File: src/rtl/lifo_arb_if.sv
// Client-side and lifo-side signal bundle for lifo_arb; the arbiter takes the
// slave modport, the client/lifo environment drives the master modport.
interface lifo_arb_if #(
    parameter int DWIDTH = 8,
    parameter int NCLI   = 4
);
    logic [NCLI-1:0]        push_req_i;
    logic [NCLI*DWIDTH-1:0] push_data_i;
    logic [NCLI-1:0]        push_ack_o;
    logic [NCLI-1:0]        pop_req_i;
    logic [NCLI-1:0]        pop_ack_o;
    logic [NCLI-1:0]        rd_valid_o;
    logic [DWIDTH-1:0]      rd_data_o;
    logic                   lifo_wrreq_o;
    logic                   lifo_rdreq_o;
    logic [DWIDTH-1:0]      lifo_data_o;
    logic [DWIDTH-1:0]      lifo_q_i;
    logic                   lifo_empty_i;
    logic                   lifo_full_i;

    modport slave (
        input  push_req_i, push_data_i, pop_req_i,
        input  lifo_q_i, lifo_empty_i, lifo_full_i,
        output push_ack_o, pop_ack_o, rd_valid_o, rd_data_o,
        output lifo_wrreq_o, lifo_rdreq_o, lifo_data_o
    );

    modport master (
        output push_req_i, push_data_i, pop_req_i,
        output lifo_q_i, lifo_empty_i, lifo_full_i,
        input  push_ack_o, pop_ack_o, rd_valid_o, rd_data_o,
        input  lifo_wrreq_o, lifo_rdreq_o, lifo_data_o
    );
endinterface

File: src/rtl/lifo_arb.sv
// Round-robin arbiter giving NCLI clients push/pop access to one shared lifo.
// Optional per-client statistics counters are enabled by LIFO_ARB_STATS_EN.
module lifo_arb #(
    parameter int DWIDTH = 8,
    parameter int AWIDTH = 4,
    parameter int NCLI   = 4
) (
    input  logic clk_i,
    input  logic rst_n_i,
    lifo_arb_if.slave bus
`ifdef LIFO_ARB_STATS_EN
    ,
    output logic [NCLI*16-1:0] push_cnt_o,
    output logic [NCLI*16-1:0] pop_cnt_o,
    output logic [NCLI*16-1:0] stall_cnt_o
`endif
);
    localparam int PW = $clog2(NCLI);

    if (NCLI < 2 || NCLI > 8 || AWIDTH < 1) begin : g_bad_cfg
        $error("lifo_arb: NCLI must be 2..8 and AWIDTH at least 1");
    end

    logic [NCLI-1:0] pop_elig;
    logic [NCLI-1:0] push_elig;
    logic [NCLI-1:0] elig;
    logic [PW-1:0]   rr_ptr;
    logic [PW-1:0]   grant_idx;
    logic            grant_found;
    logic [NCLI-1:0] push_ack;
    logic [NCLI-1:0] pop_ack;
    logic [NCLI-1:0] rd_valid_q;

    assign pop_elig  = bus.pop_req_i  & {NCLI{~bus.lifo_empty_i}};
    assign push_elig = bus.push_req_i & {NCLI{~bus.lifo_full_i}};
    assign elig      = pop_elig | push_elig;

    // First eligible client at or above rr_ptr, wrapping modulo NCLI.
    always_comb begin : p_scan
        int idx;
        // NOTE: every variable gets a default before any branch so no latch is inferred.
        idx         = 0;
        grant_found = 1'b0;
        grant_idx   = '0;
        for (int i = 0; i < NCLI; i++) begin
            idx = int'(rr_ptr) + i;
            if (idx >= NCLI) idx = idx - NCLI;
            if (!grant_found && elig[idx]) begin
                grant_found = 1'b1;
                grant_idx   = PW'(idx);
            end
        end
    end

    // The granted client's pop beats its push; reset masks every request/ack.
    always_comb begin : p_grant
        push_ack         = '0;
        pop_ack          = '0;
        bus.lifo_wrreq_o = 1'b0;
        bus.lifo_rdreq_o = 1'b0;
        bus.lifo_data_o  = '0;
        if (grant_found && rst_n_i) begin
            if (pop_elig[grant_idx]) begin
                pop_ack[grant_idx] = 1'b1;
                bus.lifo_rdreq_o   = 1'b1;
            end else begin
                push_ack[grant_idx] = 1'b1;
                bus.lifo_wrreq_o    = 1'b1;
                bus.lifo_data_o     = bus.push_data_i[int'(grant_idx)*DWIDTH +: DWIDTH];
            end
        end
    end

    assign bus.push_ack_o = push_ack;
    assign bus.pop_ack_o  = pop_ack;

    // NOTE: sequential state uses non-blocking assignments and an async active-low reset.
    always_ff @(posedge clk_i or negedge rst_n_i) begin
        if (!rst_n_i) begin
            rr_ptr     <= '0;
            rd_valid_q <= '0;
        end else begin
            if (grant_found) begin
                rr_ptr <= (int'(grant_idx) == NCLI - 1) ? '0 : grant_idx + PW'(1);
            end
            rd_valid_q <= pop_ack;
        end
    end

    assign bus.rd_valid_o = rd_valid_q;
    assign bus.rd_data_o  = (|rd_valid_q) ? bus.lifo_q_i : '0;

`ifdef LIFO_ARB_STATS_EN
    for (genvar k = 0; k < NCLI; k++) begin : g_stats
        logic [15:0] push_cnt;
        logic [15:0] pop_cnt;
        logic [15:0] stall_cnt;
        logic        stalled;

        // A held request that got no ack this cycle counts as a stall.
        assign stalled = (bus.push_req_i[k] | bus.pop_req_i[k]) & ~(push_ack[k] | pop_ack[k]);

        always_ff @(posedge clk_i or negedge rst_n_i) begin
            if (!rst_n_i) begin
                push_cnt  <= '0;
                pop_cnt   <= '0;
                stall_cnt <= '0;
            end else begin
                if (push_ack[k] && push_cnt != 16'hFFFF)   push_cnt  <= push_cnt + 16'd1;
                if (pop_ack[k] && pop_cnt != 16'hFFFF)     pop_cnt   <= pop_cnt + 16'd1;
                if (stalled && stall_cnt != 16'hFFFF)      stall_cnt <= stall_cnt + 16'd1;
            end
        end

        assign push_cnt_o[k*16 +: 16]  = push_cnt;
        assign pop_cnt_o[k*16 +: 16]   = pop_cnt;
        assign stall_cnt_o[k*16 +: 16] = stall_cnt;
    end
`endif
endmodule
File: src/flat_wrapper.sv
// flat-port wrapper written by rule: the top's interface ports become plain ports
module lifo_arb_flat 
#(
    parameter int DWIDTH = 8,
    parameter int AWIDTH = 4,
    parameter int NCLI   = 4
)
  (clk_i, rst_n_i, bus_push_req_i, bus_push_data_i, bus_pop_req_i, bus_lifo_q_i, bus_lifo_empty_i, bus_lifo_full_i, bus_push_ack_o, bus_pop_ack_o, bus_rd_valid_o, bus_rd_data_o, bus_lifo_wrreq_o, bus_lifo_rdreq_o, bus_lifo_data_o);
  lifo_arb_if #(.DWIDTH(DWIDTH), .NCLI(NCLI)) bus_i ();
  input  logic clk_i;
  input  logic rst_n_i;
  input wire logic [$bits(bus_i.push_req_i)-1:0] bus_push_req_i;
  input wire logic [$bits(bus_i.push_data_i)-1:0] bus_push_data_i;
  input wire logic [$bits(bus_i.pop_req_i)-1:0] bus_pop_req_i;
  input wire logic [$bits(bus_i.lifo_q_i)-1:0] bus_lifo_q_i;
  input wire logic [$bits(bus_i.lifo_empty_i)-1:0] bus_lifo_empty_i;
  input wire logic [$bits(bus_i.lifo_full_i)-1:0] bus_lifo_full_i;
  output wire logic [$bits(bus_i.push_ack_o)-1:0] bus_push_ack_o;
  output wire logic [$bits(bus_i.pop_ack_o)-1:0] bus_pop_ack_o;
  output wire logic [$bits(bus_i.rd_valid_o)-1:0] bus_rd_valid_o;
  output wire logic [$bits(bus_i.rd_data_o)-1:0] bus_rd_data_o;
  output wire logic [$bits(bus_i.lifo_wrreq_o)-1:0] bus_lifo_wrreq_o;
  output wire logic [$bits(bus_i.lifo_rdreq_o)-1:0] bus_lifo_rdreq_o;
  output wire logic [$bits(bus_i.lifo_data_o)-1:0] bus_lifo_data_o;
  assign bus_i.push_req_i = bus_push_req_i;
  assign bus_i.push_data_i = bus_push_data_i;
  assign bus_i.pop_req_i = bus_pop_req_i;
  assign bus_i.lifo_q_i = bus_lifo_q_i;
  assign bus_i.lifo_empty_i = bus_lifo_empty_i;
  assign bus_i.lifo_full_i = bus_lifo_full_i;
  assign bus_push_ack_o = bus_i.push_ack_o;
  assign bus_pop_ack_o = bus_i.pop_ack_o;
  assign bus_rd_valid_o = bus_i.rd_valid_o;
  assign bus_rd_data_o = bus_i.rd_data_o;
  assign bus_lifo_wrreq_o = bus_i.lifo_wrreq_o;
  assign bus_lifo_rdreq_o = bus_i.lifo_rdreq_o;
  assign bus_lifo_data_o = bus_i.lifo_data_o;
  lifo_arb #(.DWIDTH(DWIDTH), .AWIDTH(AWIDTH), .NCLI(NCLI)) u_core (.clk_i(clk_i), .rst_n_i(rst_n_i), .bus(bus_i));
endmodule
File: config.mk
export PLATFORM = sky130hd
export DESIGN_NAME = lifo_arb_flat
export DESIGN_NICKNAME = d
export VERILOG_FILES = /design/src/rtl/lifo_arb_if.sv /design/src/rtl/lifo_arb.sv /design/src/flat_wrapper.sv
export SDC_FILE = /design/constraint.sdc
export NUM_CORES = 1
export LEC_CHECK = 0
export ABC_CLOCK_PERIOD_IN_PS = 2700
export BUFFER_PORTS_ARGS = -buffer_cell sky130_fd_sc_hd__buf_2
export CORE_AREA = 3 3 77 43
export DETAILED_ROUTE_END_ITERATION = 8
export DIE_AREA = 0 0 80 46
export PLACE_DENSITY = 0.81
export SKIP_CTS_REPAIR_TIMING = 1
export SLEW_MARGIN = 20
export SYNTH_ARGS = -nofsm -noshare
export SYNTH_HDL_FRONTEND = slang
export SYNTH_SLANG_ARGS = --single-unit
export TNS_END_PERCENT = 100
File: constraint.sdc
create_clock -name clk_i -period 2.7 [get_ports clk_i]
set_clock_uncertainty 0.2 [all_clocks]
set_input_delay 0.135 -clock clk_i [delete_from_list [all_inputs] [get_ports clk_i]]
set_output_delay 0.135 -clock clk_i [all_outputs]
set_load 0.1 [all_outputs]
==> metrics, run 1 <==
I/O pin cnt 82; core box area 2600 µm²; die area 3680 µm²; vias per inst 5.74; r2r worst-path depth 7; Slew @ Worst Pin 573 ps; CP cell instances nor2b_1 > o21ai_1 > nand3_1 > o22ai_1 > o32a_4 > buf_4 > buf_4 > nor2_4 > buf_12; GP Congestion 0.817; Hold Slack 85.2 ps; worst-skew pair later-pin latency 230 ps; Num CTS Buffers 3; Crit-path slowest cell o22ai_1; flops & latches, synth 6; Worst R2R Start u_core.rr_ptr[1]$_DFFE_PN0N_; Max Fclk 371 MHz; commonest non-fill, non-tap cell in the layout buf_2; worst vdd ir 0.000760 V; Syn Inst Count 116; share of layout cells above drive strength 1 0.675; Synth Warn # 0; clock slew at reported path FFs 40 ps; Crit. path cell count 9; Initial Util 0.394; Final Net Count 267; Register Area 151 µm²; GR Overflow Total 0; CP Launch Point u_core.rr_ptr[1]$_DFFE_PN0N_; Crit. End Element primary output; Final Setup Violations 0; initial antenna violation count 0; status finished, final reports clean; Req. time, crit path 2370 ps; Max clock buf depth 2; gr usage total 0.201; commonest cells after routing, fill and taps aside buf_2 (63), buf_12 (19), nor2b_1 (11); final worst path period share 0.999; DRT iter0 DRCs 98; fin area 2100 µm²; Row Count 13; first-pass GRT wire length 5700 µm; Setup Slack @ Placement 101 ps; H-tree depth 1; Detailed Routing Iterations Pass 1 5; startpoint class of the critical path register; Async SR Flop Fraction 1.00; Clock Tree Root clkbuf_8; DRT antenna net count 0; WP data arrival 2360 ps; Hold Path Class input port to asynchronous set/reset pin; Leak 0.000951 µW; HPWL after detailed placement 3160 µm; max-slew violation count 0; Synth Cell Area 1020 µm²; Avg WL per Cell 18.8 µm; Fillers 148; vias in the first global route 1308; CP Class register to primary output; Max stage delay on crit path 450 ps; DRC 0; area of the multi-input gates 1060 µm²; Sink Count 6; Placed Area 1920 µm²; max cap viols 0; CTS tree built; post-synthesis cell type count 37; Die Span X 80 µm; Crit Path Max Fanout 6; CP most frequent cell buf_4; Max-slew headroom 0.616; Port Buffers 81; DR vias 1411; largest net degree at the start of global routing 19; fin crit period 2700 ps; Core Util, Final 0.806; top_reg_cell synth dfrtp_1; Die Ht 46 µm; Syn Nets 172; Worst Path Buf+Inv 3; Inserted Diodes 0; Crit path max-delay family compound AO/OA/AOI/OAI gates; final hold viol count 0; Routed WL 4630 µm; register area share after synthesis 0.147; synthesized area per cell 8.83 µm²; final setup margin 2.21 ps; EDFF count, synth 0; area grow syn2layout 105%; Power Dens Cells 1190 nW/µm²
[layer usage]
layer  GRT usage  vias to the layer above  wire [µm]
met5           0                        -          0
met4      0.0269                        0         87
met3      0.0435                       12        476
met2       0.400                       90       2400
met1       0.229                      674       1660
li1            -                      635          -
[synthesized netlist by cell type, drive strengths merged (2+ instances only)]
master	instances	area [µm²]
and2	3	18.8
dfrtp	6	150
inv	2	12.5
buf	5	36.3
a21oi	3	15.0
a21boi	2	15.0
mux2i	8	80.1
nor2b	15	98.9
a211oi	12	118
a2111oi	8	120
ha	4	50.1
nor2	11	51.3
nand2b	4	42.6
and3	12	75.1
nand2	7	26.3
o21ai	3	18.8
[flip-flops by register name, indices dropped and copies added (netlist names)]
signal / flops
u_core.bus.rd_valid_o: 4
u_core.rr_ptr: 2
[stage by stage]
| step | total power [µW] | cells | TNS [ps] |
|---|---|---|---|
| global placement | 2140 | 235 | 0 |
| global route | 2580 | 246 | -216 |
| detailed placement | 2160 | 235 | 0 |
| CTS | 2310 | 238 | -254 |
| finish | 2500 | 246 | 0 |
| floorplan | 1660 | 116 | -3650 |
[power breakdown]
part	internal (µW)	switching (µW)	total [µW]	leakage, µW
clock	96.3	45.0	141	0.0000216
sequential	116	29.6	146	0.0000776
combinational	740	1480	2220	0.000852
total	953	1550	2500	0.000951
[cells by family (layout without fill, tap and decap cells)]
family / Yosys count / in the layout / synth area share
buffers and inverters: 7 / 98 / 0.0476
muxes: 9 / 9 / 0.0891
AOI/OAI and AO/OA: 32 / 34 / 0.325
adders and majority gates: 4 / 4 / 0.0488
and+or+nand+nor: 58 / 58 / 0.343
DFF: 6 / 6 / 0.147
[cell type report]
type,instances,share of cell area
inverter,2,0.00597
sequential,6,0.0722
multi-input combinational,105,0.504
timing repair buffer,93,0.376
clock buffer,3,0.0197
tap,37,0.0221
[path summary, 6_finish.rpt]
| path | end | slack [ps] |
|---|---|---|
| setup / recovery | bus_lifo_wrreq_o | 2 |
| hold / removal | u_core.rr_ptr[0]$_DFFE_PN0N_ | 90 |
| setup reg to reg | u_core.bus.rd_valid_o[3]$_DFF_PN0_ | 510 |
| hold reg to reg | u_core.rr_ptr[1]$_DFFE_PN0N_ | 420 |
| max in group asynchronous | u_core.rr_ptr[1]$_DFFE_PN0N_ | 2040 |
| min in group clk_i | u_core.rr_ptr[1]$_DFFE_PN0N_ | 350 |
No activity file was read; power rests on OpenSTA's default activity.
==> run 2, diff against run 1 <==
Settings changed: ABC_AREA set to 1, CORE_AREA 3 3 77 43 to 3 3 81 45, DIE_AREA 0 0 80 46 to 0 0 84 48, PLACE_DENSITY 0.81 to 0.83.
==> run 2 against run 1 <==
Core utilization grew 7.5 points. Synthesized cell count is 100% higher. The flow now finishes with violations (setup timing). Critical endpoint is now bus_push_ack_o[0]. Highest routed layer unchanged. Count of clock-buffer cells in the layout stayed put.
==> metrics, run 2 <==
first-pass GRT wire length 6810 µm (was 5700 µm); Max-slew headroom 0.669 (was 0.616); top_reg_cell synth dfrtp_1 (unchanged); Max stage delay on crit path 460 ps (was 450 ps); Final Setup Violations 18 (was 0); largest net degree at the start of global routing 21 (was 19); DRT antenna net count 0 (unchanged); Avg WL per Cell 17.9 µm (was 18.8 µm); count leader, synth inv_1 (was nor2b_1); Final Net Count 394 (was 267); Commonest cells post-synth inv_1 (62), nand3_1 (54), nand2_1 (50) (was nor2b_1 (13), and3_1 (12), nor2_1 (9)); Die Span X 84 µm (was 80 µm); fin crit period 3070 ps (was 2700 ps); Detailed Routing Iterations Pass 1 5 (unchanged); ranking of synthesized cells by area nand3_1 (22%), inv_1 (19%), nand2_1 (15%), dfrtp_1 (12%), nor2_1 (6.3%) (was dfrtp_1 (15%), a2111oi_2 (12%), nor2b_1 (7.9%), mux2i_1 (7.8%), and3_1 (7.3%)); GP Congestion 0.876 (was 0.817); Slew @ Worst Pin 499 ps (was 573 ps); Sink Count 6 (unchanged); flops & latches, synth 6 (unchanged); CTS tree built (unchanged); CP Class register to primary output (unchanged); DRT iter0 DRCs 217 (was 98); Routed WL 6730 µm (was 4630 µm); Crit. End Element primary output (unchanged); Synth Cell Area 1260 µm² (was 1020 µm²); Async SR Flop Fraction 1.00 (unchanged); Die Ht 48 µm (was 46 µm); gr usage total 0.211 (was 0.201); Row Count 14 (was 13); post-synthesis cell type count 24 (was 37); DRC 0 (unchanged); vias per inst 5.54 (was 5.74); Inserted Diodes 0 (unchanged); final worst path period share 1.14 (was 0.999); core box area 2960 µm² (was 2600 µm²); Largest register FFs 4 (unchanged); Port Buffers 81 (unchanged); clock slew at reported path FFs 40 ps (about the same); Max clock buf depth 2 (unchanged); Crit Path Max Fanout 7 (was 6); Req. time, crit path 2370 ps (about the same); WP data arrival 2730 ps (was 2360 ps); area grow syn2layout 108% (was 105%); RSZ-0062 raised after global routing yes; mux share of post-synthesis cell area 0 (was 0.0891); startpoint class of the critical path register (unchanged); post-synthesis xor/xnor area fraction 0.0199 (was 0); HPWL after detailed placement 3440 µm (was 3160 µm); post-synth top area share 0.215 (was 0.147); Synth Warn # 0 (unchanged); Crit-path slowest cell dfrtp_2 (was o22ai_1); final setup margin -366 ps (was 2.21 ps); Syn Nets 291 (was 172); final hold viol count 0 (unchanged); DR vias 2083 (was 1411); commonest non-fill, non-tap cell in the layout buf_2 (unchanged); status finished, violations left (was finished, final reports clean); max cap viols 0 (unchanged); register area share after synthesis 0.120 (was 0.147); Clock Tree Root clkbuf_8 (unchanged); H-tree depth 1 (unchanged); Crit path max-delay family simple AND/OR/NAND/NOR gates (was compound AO/OA/AOI/OAI gates); CP cell instances inv_2 > nand3_1 > nand2_2 > nand2_1 > nand2_2 > nor2_2 > nor2_2 > nand2_4 > nand2_8 > nand2_4 > nand3_2 > nand3_4 > buf_12 > nor2_4 > buf_12 (was nor2b_1 > o21ai_1 > nand3_1 > o22ai_1 > o32a_4 > buf_4 > buf_4 > nor2_4 > buf_12); Initial Util 0.424 (was 0.394); EDFF count, synth 0 (unchanged); area leader, netlist nand3_1 (was dfrtp_1); Num CTS Buffers 3 (unchanged); Hold Path Class input port to asynchronous set/reset pin (unchanged); vias in the first global route 1585 (was 1308); synthesized area per cell 5.35 µm² (was 8.83 µm²); Worst Path Buf+Inv 3 (unchanged); initial antenna violation count 0 (unchanged); Max Fclk 326 MHz (was 371 MHz); max-slew violation count 0 (unchanged); combinational family with the most area after synthesis simple AND/OR/NAND/NOR gates (unchanged); share of layout cells above drive strength 1 0.577 (was 0.675); die area 4030 µm² (was 3680 µm²); simple-gate share of the synthesized area 0.552 (was 0.343); complex-gate fraction of the synthesized area 0.0179 (was 0.325); commonest cells after routing, fill and taps aside buf_2 (63), inv_1 (50), nand2_1 (34), nand3_1 (34), nand3_2 (21) (was buf_2 (63), buf_12 (19), nor2b_1 (11)); Hold Slack 70.0 ps (was 85.2 ps); Fillers 139 (was 148); I/O pin cnt 82 (unchanged); worst-skew pair later-pin latency 240 ps (was 230 ps); adder-cell share of the synthesized area 0.0398 (was 0.0488); GR Overflow Total 0 (unchanged); Syn Inst Count 235 (was 116); violated checks setup timing
[run 2: kinds of logic (layout without fill, tap and decap cells)]
kind of cell    count (synthesis)  count (layout)
buf+inv                        73             173
xor+xnor                        2               2
flops                           6               6
fa+ha+maj                       4               4
compound gates                  4               4
simple gates                  146             147
[run 2: final cells by class]
type | instances | area (µm²) | share of cell area
sequential | 6 | 153 | 0.0585
clock buffer | 3 | 41.3 | 0.0158
inverter | 63 | 236 | 0.0907
tap | 40 | 50.0 | 0.0192
timing repair buffer | 107 | 975 | 0.374
multi-input combinational | 157 | 1150 | 0.442
[run 2: routing by layer]
metal  share of wire  global-route usage
met1            0.38               0.237
met3            0.11              0.0447
met2            0.46               0.404
met4           0.047               0.103
met5               0                   0
[run 2: final timing paths]
kind / cells past startpoint / end / from / slack, ps
max: 15 / bus_push_ack_o[0] / u_core.rr_ptr[0]$_DFFE_PN0N_ / -370
min: 2 / u_core.bus.rd_valid_o[2]$_DFF_PN0_ / rst_n_i / 70
max reg2reg: 14 / u_core.bus.rd_valid_o[2]$_DFF_PN0_ / u_core.rr_ptr[0]$_DFFE_PN0N_ / 120
min reg2reg: 2 / u_core.rr_ptr[1]$_DFFE_PN0N_ / u_core.rr_ptr[1]$_DFFE_PN0N_ / 590
max in group asynchronous: 2 / u_core.rr_ptr[0]$_DFFE_PN0N_ / rst_n_i / 2070
min in group clk_i: 7 / u_core.rr_ptr[1]$_DFFE_PN0N_ / bus_push_req_i[3] / 490
[run 2: through the flow]
stage	setup WS, ps	TNS (ps)	instances	utilization	cell area, µm²
2_1_floorplan	-167	-2440	235	-	1310
3_3_place_gp	106	0	354	0.687	2030
3_5_place_dp	-37.1	-50.0	354	0.687	2030
4_1_cts	-285	-4350	357	0.701	2070
5_1_grt	-454	-7210	376	0.881	2610
6_report	-366	-5480	376	0.881	2610
Power of run 2 is left out: the tool's default activity adds up to more than one toggle a clock period on the data nets, which glitch-free logic cannot reach.
==> run 3, diff against run 2 <==
Settings changed: BUFFER_PORTS_ARGS -buffer_cell sky130_fd_sc_hd__buf_2 to not set, CORE_AREA 3 3 81 45 to 3 3 79 44, DIE_AREA 0 0 84 48 to 0 0 82 47, DONT_BUFFER_PORTS set to 1, PLACE_DENSITY 0.83 to 0.62.
==> run 3 against run 2 <==
The flow finishes with violations (hold timing, setup timing). Sequential share of layout area is 0.98 points higher. Global-route usage shrank 0.77 points. Die area shrank 4.4%. Register-to-register slack gained 180 ps. Hold slack got worse by 680 ps. Core utilization fell by 10 points. Final cell count fell by 15%. Fmax is 9.9% higher. Critical path depth is 1 lower. First-iteration DRC count decreased by 68%. Non-clock buffer count decreased by 54. Critical path type unchanged. Highest routed layer unchanged.
==> metrics, run 3 (synthesis results as in run 2) <==
status finished, violations left (unchanged); violated checks hold timing, setup timing (was setup timing); Slew @ Worst Pin 305 ps (was 499 ps); Die Span X 82 µm (was 84 µm); share of layout cells above drive strength 1 0.431 (was 0.577); Row Count 14 (unchanged); DRC 0 (unchanged); CP Class register to primary output (unchanged); Num CTS Buffers 3 (unchanged); Crit. End Element primary output (unchanged); DR vias 1648 (was 2083); Port Buffers 0 (was 81); number of cells after detailed placement 304 (was 354); worst-skew pair later-pin latency 230 ps (was 240 ps); Sink Count 6 (unchanged); CTS tree built (unchanged); final worst path period share 1.03 (was 1.14); largest net degree at the start of global routing 18 (was 21); max-slew violation count 0 (unchanged); startpoint class of the critical path register (unchanged); commonest cells after routing, fill and taps aside inv_1 (58), nand3_1 (45), nand2_1 (41) (was buf_2 (63), inv_1 (50), nand2_1 (34), nand3_1 (34), nand3_2 (21)); fin crit period 2790 ps (was 3070 ps); DRT antenna net count 0 (unchanged); Avg WL per Cell 14.3 µm (was 17.9 µm); gr usage total 0.203 (was 0.211); DRT iter0 DRCs 70 (was 217); Die Ht 47 µm (was 48 µm); Max clock buf depth 2 (unchanged); r2r worst-path depth 13 (was 14); RSZ-0062 raised after global routing yes (unchanged); area grow syn2layout 77.8% (was 108%); Non-Filler Instances 321 (was 376); Inserted Diodes 0 (unchanged); GR Overflow Total 0 (unchanged); max cap viols 0 (unchanged); Max-slew headroom 0.797 (was 0.669); Initial Util 0.437 (was 0.424); WP data arrival 2460 ps (was 2730 ps); Hold Path Class input port to asynchronous set/reset pin (unchanged); vias in the first global route 1213 (was 1585); HPWL after detailed placement 3330 µm (was 3440 µm); Final Setup Violations 17 (was 18); Routed WL 4600 µm (was 6730 µm); initial antenna violation count 0 (unchanged); Core Util, Final 0.777 (was 0.881); Largest register FFs 4 (unchanged); commonest non-fill, non-tap cell in the layout inv_1 (was buf_2); vias per inst 5.13 (was 5.54); Hold Slack -606 ps (was 70.0 ps); H-tree depth 1 (unchanged); Final Net Count 339 (was 394); Detailed Routing Iterations Pass 1 4 (was 5); clock slew at reported path FFs 50 ps (was 40 ps); final hold viol count 6 (was 0); Crit Path Max Fanout 6 (was 7); core box area 2870 µm² (was 2960 µm²); I/O pin cnt 82 (unchanged); GP Congestion 0.875 (was 0.876); final setup margin -91.0 ps (was -366 ps); Max Fclk 358 MHz (was 326 MHz); first-pass GRT wire length 5840 µm (was 6810 µm); die area 3850 µm² (was 4030 µm²); Req. time, crit path 2370 ps (about the same); Clock Tree Root clkbuf_8 (unchanged)
## run 3: cell types whose count changed in the layout (fill, tap and decap cells not counted), sizes merged
cell         change
dlygate4sd3      -1
buf             -51
clkbuf           -2
nand2            -1
## run 3: worst paths after layout
check                                                          end                         start  slack (ps)
worst max-delay path                             bus_push_ack_o[0]  u_core.rr_ptr[0]$_DFFE_PN0N_         -90
worst min-delay path                  u_core.rr_ptr[1]$_DFFE_PN0N_                       rst_n_i        -610
worst max register to register  u_core.bus.rd_valid_o[3]$_DFF_PN0_  u_core.rr_ptr[0]$_DFFE_PN0N_         300
worst min register to register        u_core.rr_ptr[1]$_DFFE_PN0N_  u_core.rr_ptr[1]$_DFFE_PN0N_         590
max in group asynchronous       u_core.bus.rd_valid_o[1]$_DFF_PN0_                       rst_n_i        2820
min in group clk_i              u_core.bus.rd_valid_o[2]$_DFF_PN0_                       rst_n_i         170
## run 3: routing by layer
metal,track usage,routed length [µm]
met5,0,0
met4,0.0497,27
met3,0.0805,566
met2,0.299,1980
met1,0.279,2020
## run 3: area by class of cell
class,count,area [µm²]
multi-input combinational,156,1070
timing repair buffer,53,678
fill,198,639
inverter,63,239
sequential,6,153
tap,40,50.0
clock buffer,3,41.3
## run 3: worst max-delay path: stages, from the launching register on
cell and delay (ps):
dfrtp_2 420, buf_6 160, nand3_2 140, nand3_2 130, nand2_2 70, nor2_4 170, nand2_2 110, nor2_4 130
nor2_4 50, buf_6 130, nand3_2 90, nand3_4 120, clkbuf_16 200, nor2_4 100, buf_12 180
## run 3: stage by stage
step	worst slack, ps	TNS [ps]	instance area, µm²	hold slack, ps
5_1_grt	-217	-3420	2230	-613
3_5_place_dp	20.5	0	1850	-360
3_3_place_gp	54.0	0	1850	-360
4_1_cts	-238	-3720	1900	-607
6_report	-91.0	-1030	2230	-606
2_1_floorplan	-167	-2440	1310	-361
Power of run 3 is left out for the same reason.
